### config.mk
export PLATFORM = sky130hd
export DESIGN_NAME = mem_port_arbiter
export DESIGN_NICKNAME = d
export VERILOG_FILES = /design/src/rtl/mem_port_arbiter.sv
export SDC_FILE = /design/constraint.sdc
export NUM_CORES = 1
export LEC_CHECK = 0
export ABC_AREA = 1
export CORE_ASPECT_RATIO = 1.4
export CORE_MARGIN = 2
export CORE_UTILIZATION = 62
export CTS_CLUSTER_DIAMETER = 120
export DETAILED_ROUTE_END_ITERATION = 7
export DONT_BUFFER_PORTS = 1
export GPL_ROUTABILITY_DRIVEN = 0
export PLACE_DENSITY_LB_ADDON = 0.05
export SKIP_CTS_REPAIR_TIMING = 1
export SLEW_MARGIN = 20
export SYNTH_ARGS = -nofsm -noshare
export SYNTH_HDL_FRONTEND = slang
export SYNTH_SLANG_ARGS = --single-unit
### constraint.sdc
create_clock -name clk -period 2.14 [get_ports clk]
set_input_delay 0.428 -clock clk [delete_from_list [all_inputs] [get_ports clk]]
set_output_delay 0.428 -clock clk [all_outputs]
set_load 0.05 [all_outputs]
### src/rtl/mem_port_arbiter.sv
// mem_port_arbiter: shares one single-port memory between the IF (fetch) and MEM (load/store) stages.
// Latency: grant edge -> 1 issue cycle -> MEM_LAT wait cycles -> 1 ack cycle (MEM_LAT+2 per access).
// Backpressure: requesters hold req until their ack pulse; stall_if/stall_m hold the pipeline meanwhile.
module mem_port_arbiter #(
  parameter int ADDR_W  = 16,
  parameter int DATA_W  = 16,
  parameter int MEM_LAT = 2
) (
  input  logic              clk,
  input  logic              rst_n,
  // fetch port
  input  logic              if_req,
  input  logic [ADDR_W-1:0] if_addr,
  output logic [DATA_W-1:0] if_rdata,
  output logic              if_ack,
  output logic              stall_if,
  // data port
  input  logic              dm_req,
  input  logic              dm_we,
  input  logic [ADDR_W-1:0] dm_addr,
  input  logic [DATA_W-1:0] dm_wdata,
  output logic [DATA_W-1:0] dm_rdata,
  output logic              dm_ack,
  output logic              stall_m,
  // memory side
  output logic              mem_en,
  output logic              mem_we,
  output logic [ADDR_W-1:0] mem_addr,
  output logic [DATA_W-1:0] mem_wdata,
  input  logic [DATA_W-1:0] mem_rdata
);

  localparam int CNT_W = (MEM_LAT < 1) ? 1 : $clog2(MEM_LAT + 1);

  typedef enum logic [1:0] {
    S_IDLE  = 2'd0,
    S_ISSUE = 2'd1,
    S_WAIT  = 2'd2,
    S_ACK   = 2'd3
  } state_t;

  state_t            state_q;
  logic              owner_dm_q;   // 1 = data port owns the current access
  logic              op_we_q;      // current access is a store (survives mem_we drop)
  logic [CNT_W-1:0]  cnt_q;
  logic              mem_en_q;
  logic              mem_we_q;
  logic [ADDR_W-1:0] mem_addr_q;
  logic [DATA_W-1:0] mem_wdata_q;
  logic [DATA_W-1:0] if_rdata_q;
  logic [DATA_W-1:0] dm_rdata_q;
  logic              if_ack_q;
  logic              dm_ack_q;

  logic              grant_dm_d;
  logic              grant_if_d;

  // Grant decision: DM wins from IDLE; in ACK the finishing owner is masked so the
  // other port gets the next slot, which gives alternation under sustained contention.
  always_comb begin
    grant_dm_d = 1'b0;
    grant_if_d = 1'b0;
    case (state_q)
      S_IDLE: begin
        grant_dm_d = dm_req;
        grant_if_d = if_req & ~dm_req;
      end
      S_ACK: begin
        if (owner_dm_q) begin
          grant_if_d = if_req;
        end else begin
          grant_dm_d = dm_req;
        end
      end
      default: begin
        grant_dm_d = 1'b0;
        grant_if_d = 1'b0;
      end
    endcase
  end

  // Access sequencer: grant, single-cycle strobe, fixed-latency wait, capture and ack.
  always_ff @(posedge clk or negedge rst_n) begin
    if (!rst_n) begin
      state_q     <= S_IDLE;
      owner_dm_q  <= 1'b0;
      op_we_q     <= 1'b0;
      cnt_q       <= '0;
      mem_en_q    <= 1'b0;
      mem_we_q    <= 1'b0;
      mem_addr_q  <= '0;
      mem_wdata_q <= '0;
      if_rdata_q  <= '0;
      dm_rdata_q  <= '0;
      if_ack_q    <= 1'b0;
      dm_ack_q    <= 1'b0;
    end else begin
      case (state_q)
        S_IDLE, S_ACK: begin
          if_ack_q <= 1'b0;
          dm_ack_q <= 1'b0;
          if (grant_dm_d) begin
            owner_dm_q  <= 1'b1;
            op_we_q     <= dm_we;
            mem_en_q    <= 1'b1;
            mem_we_q    <= dm_we;
            mem_addr_q  <= dm_addr;
            mem_wdata_q <= dm_wdata;
            state_q     <= S_ISSUE;
          end else if (grant_if_d) begin
            owner_dm_q  <= 1'b0;
            op_we_q     <= 1'b0;
            mem_en_q    <= 1'b1;
            mem_we_q    <= 1'b0;
            mem_addr_q  <= if_addr;
            mem_wdata_q <= '0;
            state_q     <= S_ISSUE;
          end else begin
            state_q <= S_IDLE;
          end
        end
        S_ISSUE: begin
          // Strobe lasts exactly one cycle; address and write data stay put.
          mem_en_q <= 1'b0;
          mem_we_q <= 1'b0;
          cnt_q    <= CNT_W'(MEM_LAT);
          state_q  <= S_WAIT;
        end
        S_WAIT: begin
          if (cnt_q <= CNT_W'(1)) begin
            // Read data is valid in this cycle; stores leave dm_rdata alone.
            cnt_q <= '0;
            if (owner_dm_q) begin
              if (!op_we_q) begin
                dm_rdata_q <= mem_rdata;
              end
              dm_ack_q <= 1'b1;
            end else begin
              if_rdata_q <= mem_rdata;
              if_ack_q   <= 1'b1;
            end
            state_q <= S_ACK;
          end else begin
            cnt_q <= cnt_q - CNT_W'(1);
          end
        end
        default: begin
          state_q <= S_IDLE;
        end
      endcase
    end
  end

  assign mem_en    = mem_en_q;
  assign mem_we    = mem_we_q;
  assign mem_addr  = mem_addr_q;
  assign mem_wdata = mem_wdata_q;
  assign if_rdata  = if_rdata_q;
  assign dm_rdata  = dm_rdata_q;
  assign if_ack    = if_ack_q;
  assign dm_ack    = dm_ack_q;

  // Stalls follow the request level until the ack pulse; forced low while in reset.
  assign stall_if = rst_n & if_req & ~if_ack_q;
  assign stall_m  = rst_n & dm_req & ~dm_ack_q;

endmodule
==> results of run 1 <==
==> kinds of logic after synthesis <==
family | synth area share
AOI/OAI and AO/OA | 0.05880
DFF | 0.5579
and+or+nand+nor | 0.2544
buffers and inverters | 0.1138
adders and majority gates | 0.01508
==> registers in the layout, summed over array words and instances, names as in the netlist <==
register    cells
state_q         2
dm_ack          1
op_we_q         1
if_ack          1
mem_we          1
owner_dm_q      1
if_rdata       16
mem_wdata      16
dm_rdata       16
mem_en          1
mem_addr       16
cnt_q           2
==> final cells by class <==
class,count,area share
Tap cell,66,0.02347
Clock inverter,5,0.01600
Timing Repair Buffer,7,0.01849
Inverter,62,0.06686
Sequential cell,74,0.5263
Clock buffer,10,0.03627
Multi-Input combinational cell,237,0.3126
==> worst max-delay path: stages (launching register included) <==
cell     delay (ns)
dfrtp_1        0.40
inv_1          0.08
ha_1           0.51
nor2_1         0.09
nand3_1        0.13
nand2_2        0.12
inv_4          0.27
nand2_1        0.10
nand2_1        0.08
==> placed cells by master (no fill, tap or decap) <==
| master | Yosys | layout |
|---|---|---|
| nand2_1 | 128 | 128 |
| dfrtp_1 | 74 | 74 |
| inv_1 | 60 | 60 |
| nand3_1 | 51 | 51 |
| o21ai_0 | 31 | 31 |
| clkbuf_8 | 0 | 9 |
| o21ai_1 | 8 | 8 |
| buf_4 | 1 | 6 |
| nand2_2 | 4 | 4 |
| ha_1 | 4 | 4 |
| nand4_1 | 3 | 3 |
| nor3_2 | 0 | 2 |
| nor2_1 | 2 | 2 |
| clkinv_2 | 0 | 2 |
| nor2_2 | 1 | 1 |
| nand3_2 | 1 | 1 |
| inv_2 | 1 | 1 |
| nand2_4 | 1 | 1 |
| nor2_8 | 1 | 1 |
| inv_4 | 1 | 1 |
| clkbuf_1 | 3 | 1 |
| clkinv_4 | 0 | 1 |
| clkinvlp_4 | 0 | 1 |
| bufinv_16 | 0 | 1 |
| buf_12 | 0 | 1 |
==> worst max path at each step <==
stage	start	end	slack [ns]	cells after the start
5_1_grt	state_q[1]$_DFFE_PN0P_	mem_addr[9]$_DFFE_PN0P_	0.12	8
4_1_cts	state_q[0]$_DFFE_PN0P_	mem_addr[9]$_DFFE_PN0P_	0.29	8
6_report	state_q[0]$_DFFE_PN0P_	mem_addr[7]$_DFFE_PN0P_	0.29	8
3_5_place_dp	state_q[0]$_DFFE_PN0P_	mem_wdata[14]$_DFFE_PN0P_	0.31	8
2_1_floorplan	if_ack$_DFFE_PN0P_	stall_if	0.41	1
3_3_place_gp	state_q[0]$_DFFE_PN0P_	mem_addr[3]$_DFFE_PN0P_	0.37	8
==> routing by layer <==
layer  vias up  global-route usage  wire [um]
li1       1207                   -          -
met1      1145              0.2828       2723
met2       113              0.3872       3298
met3         4             0.08354        617
met4         0             0.08681         65
met5         -                   0          0
==> stage by stage <==
step                      hold WS (ns)  cell area (sq um)  utilization
after CTS                      -0.2270               3518       0.6820
after detailed placement        0.1339               3334       0.6464
after global routing           -0.2368               3518       0.6820
after global placement          0.1338               3334       0.6464
after floorplan                 0.1324               3329            -
final                          -0.2107               3518       0.6820
==> results.md, run 1 <==
* Outcome: finished with violations
* Violated checks: hold timing
* Number of H-tree levels at 3
* WP data arrival at 2.12 ns
* Clk_lat worst skew at 0.33 ns
* Initial antenna violation count at 0
* Vias per cell at 5.356
* Setup Viol. Count Final at 0
* Number of CTS-inserted buffers at 9
* Most common cell in the synthesized netlist: nand2_1
* Post-synth EDFFs at 0
* Pre-CTS setup slack at 0.3119 ns
* Endpoints failing hold at 74
* DP HPWL at 4.669 mm
* Worst-path maximum fanout at 32
* Core ar. at 5159 sq um
* Clk root buf: clkbuf_8
* Layout cells sized above 1 at 0.08354
* Area of the multi-input gates at 1100 sq um
* 1st-pass router iterations at 4
* Period utilization at 0.8652
* Final min period at 1.851 ns
* Floorplan row count at 31
* Remaining Overflow, GRT at 0
* Die width at 65.84 um
* Worst rel slew slack at 0.6497
* Startpoint Class: flop
* Max-cap viol count at 0
* Reg-to-Reg End: mem_addr[7]$_DFFE_PN0P_
* Layout Skew at 0.01434 ns
* F_max at 540.1 MHz
* Register area share after synthesis at 0.5579
* Reg2Reg Launch Point: state_q[0]$_DFFE_PN0P_
* TritonCTS clock tree: done
* Mapped Area at 3319 sq um
* Io pins at 139
* DRT iter0 DRCs at 152
* Synth Register Bits at 74
* Die Footprint at 5963 sq um
* Non-Filler Instances at 461
* TNS Setup at 0 ns
* Unrepaired setup endpoints after global routing: no
* Wire per inst at 14.54 um
* Required @ worst endpoint at 2.40 ns
* Largest net degree at the start of global routing at 76
* Avg Inst Size Synth at 8.446 sq um
* Unique masters post-synth at 22
* Placed insts at 446
* Layout Nets at 464
* Area growth syn-to-layout at 5.993%
* DRC errors left at 0
* PortBufs at 0
* Total number of vias at 2,469
* Syn nets at 466
* Synthesized instance count at 393
* Critical Path Sink Type: flop
* Vias in the first global route at 2,455
* Layout fillers at 443
* Synth top area cells: dfrtp_1 (56%), nand2_1 (14%), nand3_1 (7.7%)
* Synthesis warning total at 0
* Reg area at 1852 sq um
* Synth area leader: dfrtp_1
* Max-slew violations at 0
* R2R setup slack at 0.29 ns
* Final antenna-violating net count at 0
* Reg clk slew, reported paths at 0.08 ns
* GR Util All Layers at 0.2363
* Asr flop ratio synth at 1.000
* Top cells by count, synth: nand2_1 (128), dfrtp_1 (74), inv_1 (60), nand3_1 (51), o21ai_0 (31)
* Worst setup margin at 0.2886 ns
* Chip height at 90.58 um
* Minimum hold slack at -0.2107 ns
* Initial Utilization at 0.6435
* R2r worst-path depth at 8
* CP Class: reg2reg
* ANT cells at 0
* Worst min path class: in2async
* Slew @ Worst Pin at 0.5236 ns
* Global-route wire length before repair at 10.94 mm
* Top FF cell, synth: dfrtp_1
* Synth top area share at 0.5579
* CTS sink count at 74
* DRT Wirelength at 6.705 mm
* Clk buf depth at 2
Power of run 1 is not shown: default switching activity piles up to over one toggle a cycle in this logic, so the estimate is an artifact.
==> run 2, diff against run 1 <==
--- a/config.mk
+++ b/config.mk
@@ -6,8 +6,8 @@
 export NUM_CORES = 1
 export LEC_CHECK = 0
 export ABC_AREA = 1
-export CORE_ASPECT_RATIO = 1.4
-export CORE_MARGIN = 2
+export CORE_ASPECT_RATIO = 1.5
+export CORE_MARGIN = 4
 export CORE_UTILIZATION = 62
 export CTS_CLUSTER_DIAMETER = 120
 export DETAILED_ROUTE_END_ITERATION = 7
==> run 2 against run 1 <==
The flow still finishes with violations (hold timing); register-to-register slack worse by 0.05 ns; flip-flop and latch count unchanged; cell count up 0.43%; via count up 0.28%; first-iteration DRC count up 24%; worst setup slack worse by 0.050 ns; utilization up 0.38 points; non-clock buffer count unchanged.
==> results.md, run 2 (synthesis gave the netlist of run 1 again) <==
* Worst setup margin at 0.2382 ns
* Required @ worst endpoint at 2.41 ns
* Layout fillers at 448
* Minimum hold slack at -0.2170 ns
* Critical Path Sink Type: flop
* Most frequent cells in the layout: nand2_1 (128), dfrtp_1 (74), inv_1 (60), nand3_1 (51), o21ai_0 (31)
* Slew @ Worst Pin at 0.5271 ns
* Violated checks: hold timing
* Most common cell after layout, fill and taps aside: nand2_1
* Final antenna-violating net count at 0
* Initial antenna violation count at 0
* PortBufs at 0
* Worst min path class: in2async
* Vias per cell at 5.348
* Global-route wire length before repair at 11.56 mm
* DRT iter0 DRCs at 189
* Unrepaired setup endpoints after global routing: no
* Number of H-tree levels at 3
* Largest net degree at the start of global routing at 76
* Layout cells sized above 1 at 0.08354
* Reg clk slew, reported paths at 0.07 ns
* DRT Wirelength at 7.083 mm
* Period utilization at 0.8887
* Layout Skew at 0.009605 ns
* Max-cap viol count at 0
* Pre-CTS setup slack at 0.2384 ns
* TritonCTS clock tree: done
* Initial Utilization at 0.6427
* ANT cells at 0
* WP data arrival at 2.17 ns
* CTS sink count at 74
* Setup Viol. Count Final at 0
* Vias in the first global route at 2,530
* Max-slew violations at 0
* Die Footprint at 6613 sq um
* DP HPWL at 5.092 mm
* Clk buf depth at 2
* Chip height at 97.62 um
* Layout Nets at 464
* Clk_lat worst skew at 0.34 ns
* GR Util All Layers at 0.2288
* Remaining Overflow, GRT at 0
* Startpoint Class: flop
* Worst rel slew slack at 0.6474
* Wire per inst at 15.30 um
* GR Util met2 at 0.3751
* Endpoints failing hold at 74
* Final min period at 1.902 ns
* Outcome: finished with violations
* GRT busiest layer: met2
* Floorplan row count at 32
* Area growth syn-to-layout at 6.709%
* Worst-path maximum fanout at 16
* Clk root buf: clkbuf_8
* Die width at 67.75 um
* Routing usage on met1 at 0.2639
* Total number of vias at 2,476
* Core ar. at 5165 sq um
* Met3 global-route usage at 0.06597
* TNS Setup at 0 ns
* Io pins at 139
* 1st-pass router iterations at 4
* CP Class: reg2reg
* Number of CTS-inserted buffers at 9
* DRC errors left at 0
* F_max at 525.8 MHz
## run 2: path summary, 6_finish.rpt
kind,to,slack (ns),cells after the start,startpoint
max,mem_addr[7]$_DFFE_PN0P_,0.24,8,state_q[0]$_DFFE_PN0P_
min reg2reg,cnt_q[0]$_DFFE_PN0P_,0.51,2,cnt_q[0]$_DFFE_PN0P_
min,mem_addr[3]$_DFFE_PN0P_,-0.22,0,rst_n
max reg2reg,mem_addr[7]$_DFFE_PN0P_,0.24,8,state_q[0]$_DFFE_PN0P_
min in group clk,mem_wdata[8]$_DFFE_PN0P_,0.22,2,dm_wdata[8]
max in group asynchronous,state_q[1]$_DFFE_PN0P_,2.23,0,rst_n
## run 2: critical path: stages, from the launching register on
cell and delay (ns):
dfrtp_1 0.40, inv_1 0.08, ha_1 0.44, nor2_8 0.28, nand2_2 0.09, nand2_2 0.14
buf_4 0.24, nand3_1 0.10, nand2_1 0.07
## run 2: through the flow
step                instance area [sq um]  utilization  cells
global route                         3542       0.6858    463
global placement                     3324       0.6437    448
finish                               3542       0.6858    463
floorplan                            3329            -    393
detailed placement                   3324       0.6437    448
CTS                                  3542       0.6858    463
## run 2: per-layer routing
layer / part of all wire / vias up
met1: 0.38 / 1149
met2: 0.50 / 109
met3: 0.086 / 16
li1: - / 1202
met5: 0 / -
met4: 0.029 / 0
## run 2: final cells by class
class                      count  area, sq um  area share
timing repair buffer           7        52.55     0.01484
inverter                      62        235.2     0.06641
multi-input combinational    237         1100      0.3105
clock buffer                  11        141.4     0.03992
sequential                    74         1852      0.5228
clock inverter                 4        76.32     0.02155
tap                           68        85.08     0.02402
Power of run 2 is left out for the same reason.
==> run 3, diff against run 2 <==
==> constraint.sdc (replaced) <==
create_clock -name clk -period 2.14 [get_ports clk]
set_input_delay 0.535 -clock clk [delete_from_list [all_inputs] [get_ports clk]]
set_output_delay 0.535 -clock clk [all_outputs]
set_load 0.05 [all_outputs]
==> run 3 against run 2 <==
The flow still finishes with violations (hold timing); clock skew is essentially flat; routed wire length grew 0.95%; design area shrank 0.88%; die area is the same; via count grew 1.2%; non-clock buffer count is the same; critical path type is now reg2out.
==> results.md, run 3 (synthesis gave the netlist of run 1 again) <==
* Max-slew violations at 0
* TNS Setup at 0 ns
* Worst setup margin at 0.2123 ns
* Clk_lat worst skew at 0.34 ns
* Outcome: finished with violations
* Largest net degree at the start of global routing at 76
* CTS sink count at 74
* Clk root buf: clkbuf_8
* GR Util All Layers at 0.2343
* Crit path buffers/inverters at 1
* Clk buf depth at 2
* Number of CTS-inserted buffers at 9
* Startpoint Class: flop
* Endpoints failing hold at 74
* Slew @ Worst Pin at 0.5587 ns
* Vias per cell at 5.413
* R2R setup slack at 0.22 ns
* Total number of vias at 2,506
* Slowest cell on the critical path: dfrtp_1
* Unrepaired setup endpoints after global routing: no
* DRC errors left at 0
* 1st-pass router iterations at 4
* DRT Wirelength at 7.150 mm
* Global-route wire length before repair at 11.70 mm
* Worst min path class: in2async
* Remaining Overflow, GRT at 0
* Family with the most delay on the worst path: flip-flops
* Critical Path Sink Type: output port
* TritonCTS clock tree: done
* Initial antenna violation count at 0
* F_max at 518.7 MHz
* Pre-CTS setup slack at 0.1863 ns
* R2r worst-path depth at 8
* Die width at 67.75 um
* Layout fillers at 449
* Initial Utilization at 0.6427
* Chip height at 97.62 um
* Minimum hold slack at -0.1171 ns
* Wire per inst at 15.44 um
* Vias in the first global route at 2,479
* Core ar. at 5165 sq um
* CP Class: reg2out
* Max-cap viol count at 0
* Die Footprint at 6613 sq um
* WP data arrival at 1.39 ns
* Worst rel slew slack at 0.6262
* ANT cells at 0
* PortBufs at 0
* DP HPWL at 5.146 mm
* Number of H-tree levels at 3
* Reg2Reg Launch Point: state_q[0]$_DFFE_PN0P_
* Reg-to-Reg End: mem_addr[0]$_DFFE_PN0P_
* DRT iter0 DRCs at 148
* Worst-path cell chain: nor3_2, buf_4
* Reg clk slew, reported paths at 0.07 ns
* Floorplan row count at 32
* Most common cell after layout, fill and taps aside: nand2_1
* Worst-path maximum fanout at 3
* Setup Viol. Count Final at 0
* Period utilization at 0.9008
* Final antenna-violating net count at 0
* CP max stage delay at 0.58 ns
* Most frequent cells in the layout: nand2_1 (128), dfrtp_1 (74), inv_1 (60), nand3_1 (51), o21ai_0 (31)
* Violated checks: hold timing
* Final min period at 1.928 ns
* Layout cells sized above 1 at 0.08354
* Finished Core Util at 0.6797
* Area growth syn-to-layout at 5.767%
* Layout Skew at 0.009654 ns
* Io pins at 139
* Layout Nets at 464
* Required @ worst endpoint at 1.60 ns
-- run 3: changes by cell type in the layout (fill, tap and decap cells not counted), sizes merged --
cell    delta
bufinv     -1
clkinv     +2
clkbuf     -1
-- run 3: metrics by stage --
stage / hold WS, ns / instances / cell area [sq um]
after floorplan: 0.2394 / 393 / 3329
after global placement: 0.2410 / 448 / 3324
after detailed placement: 0.2413 / 448 / 3324
after CTS: -0.1348 / 463 / 3508
after global routing: -0.1459 / 463 / 3511
final: -0.1171 / 463 / 3511
-- run 3: metal layers --
layer,GRT usage,share of wire
met4,0.1031,0.029
met2,0.3713,0.50
met5,0,0
met3,0.08333,0.083
met1,0.2796,0.39
-- run 3: worst max-delay path by stage --
stage / from / depth (start not counted) / endpoint
6_report: if_ack$_DFFE_PN0P_ / 2 / stall_if
5_1_grt: state_q[0]$_DFFE_PN0P_ / 8 / mem_addr[9]$_DFFE_PN0P_
4_1_cts: state_q[1]$_DFFE_PN0P_ / 8 / mem_addr[15]$_DFFE_PN0P_
3_5_place_dp: state_q[1]$_DFFE_PN0P_ / 8 / mem_wdata[3]$_DFFE_PN0P_
3_3_place_gp: state_q[0]$_DFFE_PN0P_ / 8 / mem_addr[2]$_DFFE_PN0P_
2_1_floorplan: if_ack$_DFFE_PN0P_ / 1 / stall_if
-- run 3: layout make-up --
cell class                      instances  area [sq um]  share of cell area
Sequential cell                        74          1852              0.5274
Multi-Input combinational cell        237          1100              0.3133
Inverter                               62         237.7             0.06771
Clock buffer                           10         127.6             0.03635
Tap cell                               68         85.08             0.02423
Clock inverter                          5         56.30             0.01604
Timing Repair Buffer                    7         52.55             0.01497
Power of run 3 is left out for the same reason.
